**src/rtl/cardinal_nic_driver_if.sv**
```systemverilog
// NIC register-port bundle: the driver is the master, the NIC (or its model) is the slave.
interface cardinal_nic_driver_if;
    logic [0:1]  addr_nic;
    logic [0:63] din_nic;
    logic [0:63] dout_nic;
    logic        nicEn;
    logic        nicWrEn;

    modport master (
        output addr_nic,
        output din_nic,
        output nicEn,
        output nicWrEn,
        input  dout_nic
    );

    modport slave (
        input  addr_nic,
        input  din_nic,
        input  nicEn,
        input  nicWrEn,
        output dout_nic
    );
endinterface

```
**src/rtl/cardinal_nic_driver.sv**
```systemverilog
// Polled NIC driver: interleaves sending tx_count packets and receiving rx_expect packets.
// Optional idle-timeout abort is compiled in with `define NIC_DRV_TIMEOUT_EN.
module cardinal_nic_driver (
    input  logic                   clk,
    input  logic                   reset,
    input  logic                   start,
    input  logic [0:7]             tx_count,
    input  logic [0:7]             rx_expect,
    input  logic [0:31]            tx_hdr,
    input  logic [0:31]            tx_seed,
    cardinal_nic_driver_if.master  nic,
    output logic                   busy,
    output logic                   done,
    output logic [0:7]             tx_sent,
    output logic [0:7]             rx_count,
    output logic [0:63]            rx_last,
    output logic [0:31]            rx_sum,
    output logic                   timeout_err
);

    typedef enum logic [2:0] {
        S_IDLE    = 3'd0,
        S_RX_POLL = 3'd1,
        S_RECV    = 3'd2,
        S_TX_POLL = 3'd3,
        S_SEND    = 3'd4,
        S_DONE    = 3'd5
    } state_t;

    state_t      r_state;
    state_t      w_next_state;

    logic [0:7]  r_tx_count;
    logic [0:7]  r_rx_expect;
    logic [0:31] r_tx_hdr;
    logic [0:31] r_tx_seed;
    logic [0:7]  r_tx_sent;
    logic [0:7]  r_rx_count;
    logic [0:63] r_rx_last;
    logic [0:31] r_rx_sum;
    logic        r_busy;
    logic        r_done;

    logic        w_start_run;
    logic        w_all_done;
    logic        w_rx_more;
    logic        w_tx_more;
    logic        w_status_full;
    logic        w_timeout_hit;

    logic [0:1]  w_addr;
    logic [0:63] w_din;
    logic        w_en;
    logic        w_wr_en;

    function automatic logic [0:31] payload_word(input logic [0:31] seed, input logic [0:7] idx);
        payload_word = seed + {24'd0, idx};
    endfunction

    assign w_start_run   = start && ((r_state == S_IDLE) || (r_state == S_DONE));
    assign w_all_done    = (r_rx_count == r_rx_expect) && (r_tx_sent == r_tx_count);
    assign w_rx_more     = (r_rx_count < r_rx_expect);
    assign w_tx_more     = (r_tx_sent < r_tx_count);
    assign w_status_full = nic.dout_nic[63];

`ifdef NIC_DRV_TIMEOUT_EN
    logic [15:0] r_idle_cnt;
    logic        r_timeout_err;
    logic        w_idle_cycle;

    assign w_idle_cycle  = (r_state == S_RX_POLL) || (r_state == S_TX_POLL);
    // FFFE here means this is the 65535th consecutive idle busy cycle.
    assign w_timeout_hit = w_idle_cycle && (r_idle_cnt == 16'hFFFE);
    assign timeout_err   = r_timeout_err;

    // Idle counter: cleared by progress (RECV/SEND) or a new run, saturates at all-ones.
    always_ff @(posedge clk or negedge reset) begin
        if (!reset) begin
            r_idle_cnt <= 16'd0;
        end else if (w_start_run || (r_state == S_RECV) || (r_state == S_SEND)) begin
            r_idle_cnt <= 16'd0;
        end else if (w_idle_cycle && (r_idle_cnt != 16'hFFFF)) begin
            r_idle_cnt <= r_idle_cnt + 16'd1;
        end
    end

    // Sticky abort flag, cleared only by a new run.
    always_ff @(posedge clk or negedge reset) begin
        if (!reset) begin
            r_timeout_err <= 1'b0;
        end else if (w_start_run) begin
            r_timeout_err <= 1'b0;
        end else if (w_timeout_hit && !w_all_done) begin
            r_timeout_err <= 1'b1;
        end
    end
`else
    assign w_timeout_hit = 1'b0;
    assign timeout_err   = 1'b0;
`endif

    // State register.
    always_ff @(posedge clk or negedge reset) begin
        if (!reset) begin
            r_state <= S_IDLE;
        end else begin
            r_state <= w_next_state;
        end
    end

    // Next-state decode.
    always_comb begin
        w_next_state = r_state;
        case (r_state)
            S_IDLE: begin
                if (start) w_next_state = S_RX_POLL;
                else       w_next_state = S_IDLE;
            end
            S_RX_POLL: begin
                if (w_all_done)                      w_next_state = S_DONE;
                else if (w_timeout_hit)              w_next_state = S_DONE;
                else if (w_status_full && w_rx_more) w_next_state = S_RECV;
                else if (w_tx_more)                  w_next_state = S_TX_POLL;
                else                                 w_next_state = S_RX_POLL;
            end
            S_RECV: begin
                w_next_state = S_RX_POLL;
            end
            S_TX_POLL: begin
                if (w_timeout_hit)       w_next_state = S_DONE;
                else if (!w_status_full) w_next_state = S_SEND;
                else                     w_next_state = S_RX_POLL;
            end
            S_SEND: begin
                w_next_state = S_RX_POLL;
            end
            S_DONE: begin
                if (start) w_next_state = S_RX_POLL;
                else       w_next_state = S_DONE;
            end
            default: begin
                w_next_state = S_IDLE;
            end
        endcase
    end

    // NIC access decode; RX_POLL skips its read once both targets are met.
    always_comb begin
        w_addr  = 2'b00;
        w_din   = 64'd0;
        w_en    = 1'b0;
        w_wr_en = 1'b0;
        case (r_state)
            S_RX_POLL: begin
                w_addr = 2'b01;
                w_en   = !w_all_done;
            end
            S_RECV: begin
                w_addr = 2'b00;
                w_en   = 1'b1;
            end
            S_TX_POLL: begin
                w_addr = 2'b11;
                w_en   = 1'b1;
            end
            S_SEND: begin
                w_addr  = 2'b10;
                w_en    = 1'b1;
                w_wr_en = 1'b1;
                w_din   = {r_tx_hdr, payload_word(r_tx_seed, r_tx_sent)};
            end
            default: begin
                w_addr = 2'b00;
            end
        endcase
    end

    // Gating with reset lets an abort cut the bus access without waiting for the flop.
    assign nic.addr_nic = reset ? w_addr : 2'b00;
    assign nic.nicEn    = w_en && reset;
    assign nic.nicWrEn  = w_wr_en && reset;
    assign nic.din_nic  = (w_wr_en && reset) ? w_din : 64'd0;

    // Run parameters and result accumulators.
    always_ff @(posedge clk or negedge reset) begin
        if (!reset) begin
            r_tx_count  <= 8'd0;
            r_rx_expect <= 8'd0;
            r_tx_hdr    <= 32'd0;
            r_tx_seed   <= 32'd0;
            r_tx_sent   <= 8'd0;
            r_rx_count  <= 8'd0;
            r_rx_last   <= 64'd0;
            r_rx_sum    <= 32'd0;
        end else if (w_start_run) begin
            r_tx_count  <= tx_count;
            r_rx_expect <= rx_expect;
            r_tx_hdr    <= tx_hdr;
            r_tx_seed   <= tx_seed;
            r_tx_sent   <= 8'd0;
            r_rx_count  <= 8'd0;
            r_rx_last   <= 64'd0;
            r_rx_sum    <= 32'd0;
        end else begin
            case (r_state)
                S_RECV: begin
                    r_rx_last  <= nic.dout_nic;
                    r_rx_sum   <= r_rx_sum ^ nic.dout_nic[32:63];
                    r_rx_count <= r_rx_count + 8'd1;
                end
                S_SEND: begin
                    r_tx_sent <= r_tx_sent + 8'd1;
                end
                default: begin
                    r_tx_sent <= r_tx_sent;
                end
            endcase
        end
    end

    // Status flags track the state being entered, so they line up with it.
    always_ff @(posedge clk or negedge reset) begin
        if (!reset) begin
            r_busy <= 1'b0;
            r_done <= 1'b0;
        end else begin
            r_busy <= (w_next_state == S_RX_POLL) || (w_next_state == S_RECV) ||
                      (w_next_state == S_TX_POLL) || (w_next_state == S_SEND);
            r_done <= (w_next_state == S_DONE);
        end
    end

    assign busy     = r_busy;
    assign done     = r_done;
    assign tx_sent  = r_tx_sent;
    assign rx_count = r_rx_count;
    assign rx_last  = r_rx_last;
    assign rx_sum   = r_rx_sum;

endmodule

```
**src/flat_wrapper.sv**
```systemverilog
// flat-port wrapper written by rule: the top's interface ports become plain ports
module cardinal_nic_driver_flat 
  (clk, reset, start, tx_count, rx_expect, tx_hdr, tx_seed, busy, done, tx_sent, rx_count, rx_last, rx_sum, timeout_err, nic_addr_nic, nic_din_nic, nic_nicEn, nic_nicWrEn, nic_dout_nic);
  cardinal_nic_driver_if nic_i ();
  input  logic clk;
  input  logic reset;
  input  logic start;
  input  logic [0:7] tx_count;
  input  logic [0:7] rx_expect;
  input  logic [0:31] tx_hdr;
  input  logic [0:31] tx_seed;
  output logic busy;
  output logic done;
  output logic [0:7] tx_sent;
  output logic [0:7] rx_count;
  output logic [0:63] rx_last;
  output logic [0:31] rx_sum;
  output logic timeout_err;
  output wire logic [$bits(nic_i.addr_nic)-1:0] nic_addr_nic;
  output wire logic [$bits(nic_i.din_nic)-1:0] nic_din_nic;
  output wire logic [$bits(nic_i.nicEn)-1:0] nic_nicEn;
  output wire logic [$bits(nic_i.nicWrEn)-1:0] nic_nicWrEn;
  input wire logic [$bits(nic_i.dout_nic)-1:0] nic_dout_nic;
  assign nic_addr_nic = nic_i.addr_nic;
  assign nic_din_nic = nic_i.din_nic;
  assign nic_nicEn = nic_i.nicEn;
  assign nic_nicWrEn = nic_i.nicWrEn;
  assign nic_i.dout_nic = nic_dout_nic;
  cardinal_nic_driver u_core (.clk(clk), .reset(reset), .start(start), .tx_count(tx_count), .rx_expect(rx_expect), .tx_hdr(tx_hdr), .tx_seed(tx_seed), .nic(nic_i), .busy(busy), .done(done), .tx_sent(tx_sent), .rx_count(rx_count), .rx_last(rx_last), .rx_sum(rx_sum), .timeout_err(timeout_err));
endmodule
```
**config.mk**
```make
export PLATFORM = sky130hd
export DESIGN_NAME = cardinal_nic_driver_flat
export DESIGN_NICKNAME = d
export VERILOG_FILES = /design/src/rtl/cardinal_nic_driver_if.sv /design/src/rtl/cardinal_nic_driver.sv /design/src/flat_wrapper.sv
export SDC_FILE = /design/constraint.sdc
export NUM_CORES = 1
export LEC_CHECK = 0
export BUFFER_PORTS_ARGS = -buffer_cell sky130_fd_sc_hd__clkbuf_2
export CORE_MARGIN = 5
export CORE_UTILIZATION = 46
export DETAILED_ROUTE_END_ITERATION = 16
export PLACE_DENSITY_LB_ADDON = 0.2
export SYNTH_ARGS = -nofsm -noshare
export SYNTH_HDL_FRONTEND = slang
export SYNTH_SLANG_ARGS = --single-unit
```
**constraint.sdc**
```tcl
create_clock -name clk -period 2.9 [get_ports clk]
set_clock_uncertainty 0.2 [all_clocks]
set_input_delay 0.58 -clock clk [delete_from_list [all_inputs] [get_ports clk]]
set_output_delay 0.58 -clock clk [all_outputs]
set_load 0.1 [all_outputs]
```
==> results of run 1 <==
worst max-delay path: stages (launching register included):
cell,delay (ps)
sky130_fd_sc_hd__dfrtp_4,430
sky130_fd_sc_hd__ha_4,150
sky130_fd_sc_hd__inv_4,40
sky130_fd_sc_hd__fa_2,390
sky130_fd_sc_hd__nor2b_4,130
sky130_fd_sc_hd__o31a_1,180
sky130_fd_sc_hd__buf_6,110
sky130_fd_sc_hd__o31ai_4,70
sky130_fd_sc_hd__buf_4,180
sky130_fd_sc_hd__or4_4,430
sky130_fd_sc_hd__a21oi_4,170
sky130_fd_sc_hd__buf_12,190
sequential cells by signal, indices dropped and copies added, names as in the netlist:
register and cells:
u_core.rx_last 64, u_core.r_tx_hdr 32, u_core.r_tx_seed 32, u_core.rx_sum 32, u_core.r_rx_expect 8, u_core.r_tx_count 8, u_core.rx_count 8, u_core.tx_sent 8
u_core.r_state 3, u_core.busy 1, u_core.done 1
how the worst max path moves through the flow:
stage / endpoint / cells past startpoint
after floorplan: nic_din_nic[30] / 9
after global placement: nic_din_nic[14] / 11
after detailed placement: nic_din_nic[14] / 11
after CTS: nic_din_nic[14] / 11
after global routing: nic_din_nic[14] / 11
final: nic_din_nic[14] / 11
layout by cell type (no fill, tap or decap), drive strengths merged, types with 2 or more instances in the layout:
cell type | netlist | layout
buf | 28 | 153
and2 | 3 | 3
mux2i | 2 | 2
mux2 | 61 | 61
or4 | 5 | 5
nor3 | 6 | 6
nand3 | 9 | 9
o211ai | 5 | 5
xor2 | 50 | 50
o31ai | 5 | 5
or3 | 14 | 14
ha | 26 | 26
and3 | 36 | 36
xnor2 | 6 | 6
o31a | 2 | 2
nor4 | 3 | 3
o21a | 5 | 5
dfrtp | 197 | 197
a211oi | 4 | 4
inv | 27 | 33
nor3b | 3 | 3
o21ai | 38 | 38
clkinv | 0 | 7
o2111ai | 3 | 3
a21oi | 96 | 96
nor2 | 71 | 71
clkbuf | 26 | 279
a21o | 5 | 5
and4 | 4 | 4
nand4 | 14 | 14
nand2 | 161 | 161
nor2b | 8 | 8
power groups by stage:
| stage | clock (uW) | combinational [uW] | sequential (uW) |
|---|---|---|---|
| CTS | 2430 | 8550 | 4440 |
| detailed placement | 0 | 8360 | 4470 |
| finish | 2370 | 8600 | 4460 |
| floorplan | 0 | 3190 | 7500 |
| global route | 2540 | 9100 | 4580 |
| global placement | 0 | 8200 | 4410 |
per-stage QoR:
stage | instances | hold slack [ps]
after floorplan | 934 | 84.4
after global placement | 1549 | 281
after detailed placement | 1549 | 288
after CTS | 1592 | 87.5
after global routing | 1596 | 135
final | 1596 | 77.2
logic make-up (layout without fill, tap and decap cells):
kind of cell	Yosys count	after routing	share of synthesized area (%)
adders and majority gates	27	27	3.68
DFF	197	197	52.5
AOI/OAI and AO/OA	171	171	10.3
and+or+nand+nor	338	338	17.0
muxes	63	63	7.53
other	1	1	0.0400
xor gates and xnor gates	56	56	5.23
buffers and inverters	81	473	3.71
routing by layer:
metal / part of all wire [%] / vias up
met5: 0.044 / -
met4: 3.8 / 2
met3: 7.4 / 66
met2: 49 / 298
met1: 40 / 4068
li1: - / 3948
cell type report:
class                           count  area [um2]  share of cell area, %
Multi-Input combinational cell    656        5050                   34.6
Clock buffer                       19         443                   3.04
Timing Repair Buffer              414        3500                   24.0
Clock inverter                     13         159                   1.09
Tap cell                          270         338                   2.32
Sequential cell                   197        4990                   34.2
Inverter                           27         104                  0.712
timing repair:
| action | CTS | global route |
|---|---|---|
| hold endpoints to repair | 68 | 0 |
| endpoints found under the setup margin | 30 | 66 |
| pin swaps | 36 | 31 |
| cloned | 1 | 1 |
| resized for setup | 62 | 29 |
| hold buffers | 1 | 0 |
| setup buffers | 12 | 5 |
==> results summary, run 1 <==
The finished cells cover 14600 um2. The final routed wirelength across all metal layers is 29600 um. The total power consumption of the routed design came out at 15400 uW. The post-placement cell area came out at 13400 um2. The proportion of power drawn by the clock network came out at 15.4%. The aggregate negative setup slack came out at -16890 ps. After floorplanning, the core was sized to cover 20200 um2.

By startpoint and endpoint, the worst setup path is classified as flip-flop to output port. The fraction of met3 tracks used by global routing came out at 7.35%. The count of yosys warnings during synthesis came out at 0. The count of different cell masters after synthesis came out at 48.

The effective utilization at floorplan is 46.5%. The number of nets in the finished design came out at 1487. For the worst flop-to-flop path, the logic depth is 8. The number of global-route vias before repair is 8670. The die footprint came out at 23400 um2. The remaining number of nets flagged by the antenna check after routing came out at 0. The checks that failed: negative setup slack. The worst-case setup margin in the final layout is -780 ps. The layout cell share with drive strength beyond 1 came out at 48.0%. The critical path starts at u_core.tx_sent[7].

The buffer levels on the longest clock path came out at 2. The pre-CTS worst setup slack is -403 ps. In this run the number of H-tree levels came out at 4. The number of antenna violations at the first check in global routing is 1.

The run finished, with violations left. For the worst setup path, the data arrival time is 2900 ps. The total global routing overflow is 0. The net count after synthesis came out at 1108. The minimum clock period after layout is 3680 ps.

The proportion of total power due to net switching is 52.3%. The clock latency on the worst-skew pair came out at 420 ps. The utilization after layout came out at 72.3%. Of the post-synthesis cell area, the dominant cell type holds 52.5%. The worst register-to-register path ends at u_core.done. The leakage component of the power is 0.00678 uW. The first global-routing pass estimated 46500 um of wire. The relative slew slack is 34.3%. After synthesis, the cell types taking the most area are sky130_fd_sc_hd__dfrtp_1 (53%), sky130_fd_sc_hd__mux2_2 (7.3%), sky130_fd_sc_hd__nand2_1 (6.4%), sky130_fd_sc_hd__a21oi_1 (5.1%), sky130_fd_sc_hd__xor2_1 (4.7%).

The count of buffers from port buffering is 328. The worst setup path is captured at an output port. The top-level I/O count came out at 330. The max-capacitance violation count is 0. The final-layout fill cell count came out at 1446. The worst register-to-register path begins at u_core.tx_sent[5]. The internal power consumption is 7370 uW. At the worst endpoint, the required time is 2120 ps. The detail-routed net length per standard cell is 18.6 um. In this run the horizontal extent of the chip is 153 um.

The net switching power came out at 8070 uW. Yosys instantiated no cell more often than sky130_fd_sc_hd__dfrtp_1. The total number of clock tree sinks came out at 197.

The die boundary height came out at 153 um. Clock-pin slew was measured on the worst setup and hold paths at 80 ps. Setup repair after global routing could not meet its margin everywhere. The final weighted congestion in routability-driven placement is 0.881. The cell at the root of the clock tree is sky130_fd_sc_hd__clkbuf_16. The combinational power share came out at 55.7%. The transition time at the pin with the least slew margin came out at 985 ps. The met1 usage came out at 29.9%. The sequential cell area fraction in the yosys report came out at 52.5%.

The combined area of all synthesized cells came out at 9380 um2. The synthesized design spends more area on one cell type than any other, namely sky130_fd_sc_hd__dfrtp_1. The number of vias per cell came out at 5.25. Setup violations remaining at the end of the flow were counted as 29. The antenna diode count came out at 0. For this run, the leading register cell type out of synthesis is sky130_fd_sc_hd__dfrtp_1.

After global routing, the most crowded layer is met2. The clock tree from TritonCTS is yes. The average instance in the mapped netlist occupies 10.0 um2. The achievable clock frequency is 0.272 GHz. Sequential cells burn 28.9% of the power. The HPWL after detailed placement is 20900 um.

The met2 routing resource usage after global routing is 40.9%. The maximum fanout along the worst path is 6. The share of the clock period used by the worst path is 127%. In this run the worst hold path is classified as input pin to asynchronous set/reset pin.

The power density relative to cell area came out at 1060 nW/um2. The iteration-0 DRC count of the detailed router came out at 417. The async set-reset flop share out of synthesis came out at 100%. The total count of max-transition violations in the final report is 0. The post-synthesis register bit count came out at 197. The worst register-to-register path has a setup slack of 440 ps. The number of design rule violations left after detail routing is 0.

The via total after detailed routing came out at 8382. In the synthesized netlist, the cells that appear most often are sky130_fd_sc_hd__dfrtp_1 (197), sky130_fd_sc_hd__nand2_1 (161), sky130_fd_sc_hd__a21oi_1 (96). Across every metal layer, demand over resource in global routing totals 24.5%. The count of flip-flops with a built-in enable after synthesis came out at 0. The final-report hold violation count came out at 0. The first-pass iteration count of the detailed router came out at 4.

The standard-cell row count came out at 52. The cell count after synthesis is 934. The area added between synthesis and finish came out at 55.3%. The highest ir drop seen on vdd came out at 0.880 mV. The worst setup path is launched from a flip-flop. Buffers inserted during clock tree synthesis total 17. Entering global routing, the biggest net connects 81 pins.
(Power assumes the default switching activity.)
==> inputs of run 2 (changes only) <==
--- a/config.mk
+++ b/config.mk
@@ -9,6 +9,7 @@
 export CORE_MARGIN = 5
 export CORE_UTILIZATION = 46
 export DETAILED_ROUTE_END_ITERATION = 16
+export HOLD_SLACK_MARGIN = 0.1
 export PLACE_DENSITY_LB_ADDON = 0.2
 export SYNTH_ARGS = -nofsm -noshare
 export SYNTH_HDL_FRONTEND = slang
==> run 2 against run 1 <==
The run still ends with negative setup slack left. Critical path depth stayed put. First-iteration DRC count is 1.2% higher. Sequential cell count stayed put. Register-to-register slack hardly changed. Count of clock-buffer cells in the layout stayed put. Global-route usage hardly changed. Wire length hardly changed. Worst setup slack better by 3.0 ps.
==> results summary, run 2 (synthesis gave the netlist of run 1 again) <==
For this block, the via count after detailed routing is 8425. The critical path contains buffers and inverters numbering 4 combined. The path with the worst hold slack has its endpoint at u_core.rx_last[19].

The transition time at the pin with the least slew margin came out at 980 ps. Max-cap violations in this run came to 0. The startpoint of the most critical hold path is nic_dout_nic[44]. The final design instance area without fill came out at 14600 um2. After clock tree synthesis, the clock-pin slew on the worst setup and hold paths is 80 ps.

The share of the clock period used by the worst path came out at 127%. Setup violations remaining at the end of the flow were counted as 29. The detail-routed net length per standard cell is 18.6 um.

In this run the horizontal extent of the chip is 153 um. The post-placement cell area came out at 13400 um2. The relative slew slack is 34.7%. The final weighted congestion in routability-driven placement is 0.881.

The category of the most critical setup path is flip-flop to output port. Dividing total power by cell area gives a power density of 1060 nW/um2. TritonCTS built the clock tree. During I/O placement, the number of pins put on the boundary was 330. The min-delay analysis places its worst path in the category input pin to flip-flop. The flow ran to the end, but the final reports show violations.

The final routed wirelength across all metal layers came out at 29600 um. The die boundary height is 153 um. The effective utilization at floorplan came out at 46.5%. The post-route netlist has 48.0% of its cells at a drive strength greater than 1. The maximum fanout along the worst path is 5. The biggest cell delay along the critical path is 430 ps. The die footprint is 23400 um2. The maximum number of pins on one net before global-route repair is 81. The aggregate negative setup slack is -16860 ps.

Walking the worst path, the cells encountered are ha_4 -> inv_4 -> fa_2 -> nor2b_4 -> o31a_1 -> buf_4 -> o311ai_4 -> buf_6 -> or3_4 -> a21oi_4 -> buf_12. For this block, the initial DRC count from the detailed router was 422. The routed design could run at a clock period as short as 3680 ps. Leaving out fill and tap cells, the most frequent cell in the layout is sky130_fd_sc_hd__clkbuf_2. The placeable core area came out at 20200 um2. The total global routing overflow came out at 0. The remaining number of nets flagged by the antenna check after routing came out at 0. The total clock buffers created by CTS is 17.

Data on the critical path arrives at its endpoint at 2900 ps. The achievable clock frequency came out at 0.272 GHz. The number of instances on the worst hold path is 3. The number of vias per cell came out at 5.28. The worst setup path is launched from a flip-flop. Prior to clock tree synthesis, the placed netlist has a worst setup slack of -403 ps. At the later pin of the worst-skew pair, clock insertion delay measures 420 ps. For the worst flop-to-flop path, the logic depth is 8. The register with the most flip-flops in the layout has 64 of them. The first-pass GRT wire length came out at 46600 um. After layout, the worst setup slack is -777 ps.

The global routing usage summed across all routing layers came out at 24.5%. The total count of max-transition violations in the final report is 0. The tree built by TritonCTS fans out to 197 sinks.

The antenna diode count came out at 0. Clock tree synthesis selected as its root buffer the cell sky130_fd_sc_hd__clkbuf_16. The final reports fail on negative setup slack.

Relative to the synthesized area, the layout overhead comes to 55.5%. The standard-cell row count came out at 52. The reg2reg setup slack is 430 ps. Setup repair after global routing could not meet its margin everywhere.

Input and output buffers added on the ports amount to 328. The level count of the clock H-tree came out at 4. The cell family contributing the most delay on the critical path is buffers and inverters. The first-pass iteration count of the detailed router came out at 4. The leakage component of the power is 0.00678 uW.

At the end of the flow, the number of nets in the layout was 1488. The number of antenna violations at the first check in global routing is 1. The cell with the largest stage delay on the worst path is sky130_fd_sc_hd__dfrtp_4. The endpoint identified for the worst register-to-register timing path is u_core.done. The worst setup path is captured at an output port. The final-report hold violation count came out at 0. The estimated wirelength of the detail-placed design is 20900 um. In this run the critical register-to-register path is launched from u_core.tx_sent[5].

The number of design rule violations left after detail routing is 0. The number of global-route vias before repair is 8674. The highest ir drop seen on vdd came out at 0.880 mV.

Data on the critical path is required at its endpoint by 2120 ps. Leaving out fill and tap cells, the most frequent cells in the layout are sky130_fd_sc_hd__clkbuf_2 (259), sky130_fd_sc_hd__dfrtp_1 (181), sky130_fd_sc_hd__nand2_1 (159), sky130_fd_sc_hd__a21oi_1 (75), sky130_fd_sc_hd__buf_12 (75). No sink is reached through more buffers than the 2 on the longest clock path. The post-route worst hold slack is 158 ps.
==> run 2: final cells by class <==
class	instances	area, um2
Sequential cell	197	4990
Clock buffer	19	443
Multi-Input combinational cell	656	5050
Fill cell	1445	5580
Clock inverter	13	159
Tap cell	270	338
Timing Repair Buffer	415	3510
Inverter	27	104
==> run 2: what timing repair did <==
item,4_1_cts,5_1_grt
hold buffers,2,0
resized for setup,62,29
cloned,1,1
buffers inserted,12,5
setup endpoints to repair,30,66
endpoints found under the hold margin,68,0
pin swaps,36,31
==> run 2: layer usage <==
layer | wire length, um | GRT usage [%]
met2 | 14600 | 40.9
met3 | 2250 | 7.35
met5 | 13 | 0
met1 | 11700 | 29.9
met4 | 1110 | 9.80
==> run 2: worst max-delay path by stage <==
stage	start	end	slack (ps)	depth (start not counted)
finish	u_core.tx_sent[7]	nic_din_nic[24]	-780	11
floorplan	u_core.tx_sent[7]	nic_din_nic[30]	-710	9
CTS	u_core.tx_sent[7]	nic_din_nic[14]	-750	11
detailed placement	u_core.r_tx_seed[31]	nic_din_nic[14]	-400	11
global route	u_core.tx_sent[7]	nic_din_nic[14]	-850	11
global placement	u_core.tx_sent[7]	nic_din_nic[14]	-330	11
==> run 2: stage by stage <==
| step | util, % | instances | total power [uW] |
|---|---|---|---|
| finish | 72.3 | 1597 | 15400 |
| detailed placement | 66.4 | 1549 | 12800 |
| CTS | 71.4 | 1593 | 15400 |
| global route | 72.3 | 1597 | 16200 |
| global placement | 66.4 | 1549 | 12600 |
| floorplan | - | 934 | 10700 |
==> run 2: tightest hold or removal path, delay by kind of cell <==
kind                   cells  cell delay (ps)
AO/OA/AOI/OAI              1               50
AND/OR/NAND/NOR            1               50
buffers and inverters      1               80
==> run 2: power by group <==
group	leakage, uW	total, uW	switching, uW	internal [uW]
Combinational	0.00401	8600	6210	2390
Clock	0.000291	2360	1180	1190
Sequential	0.00247	4460	666	3800
Total	0.00678	15400	8060	7370
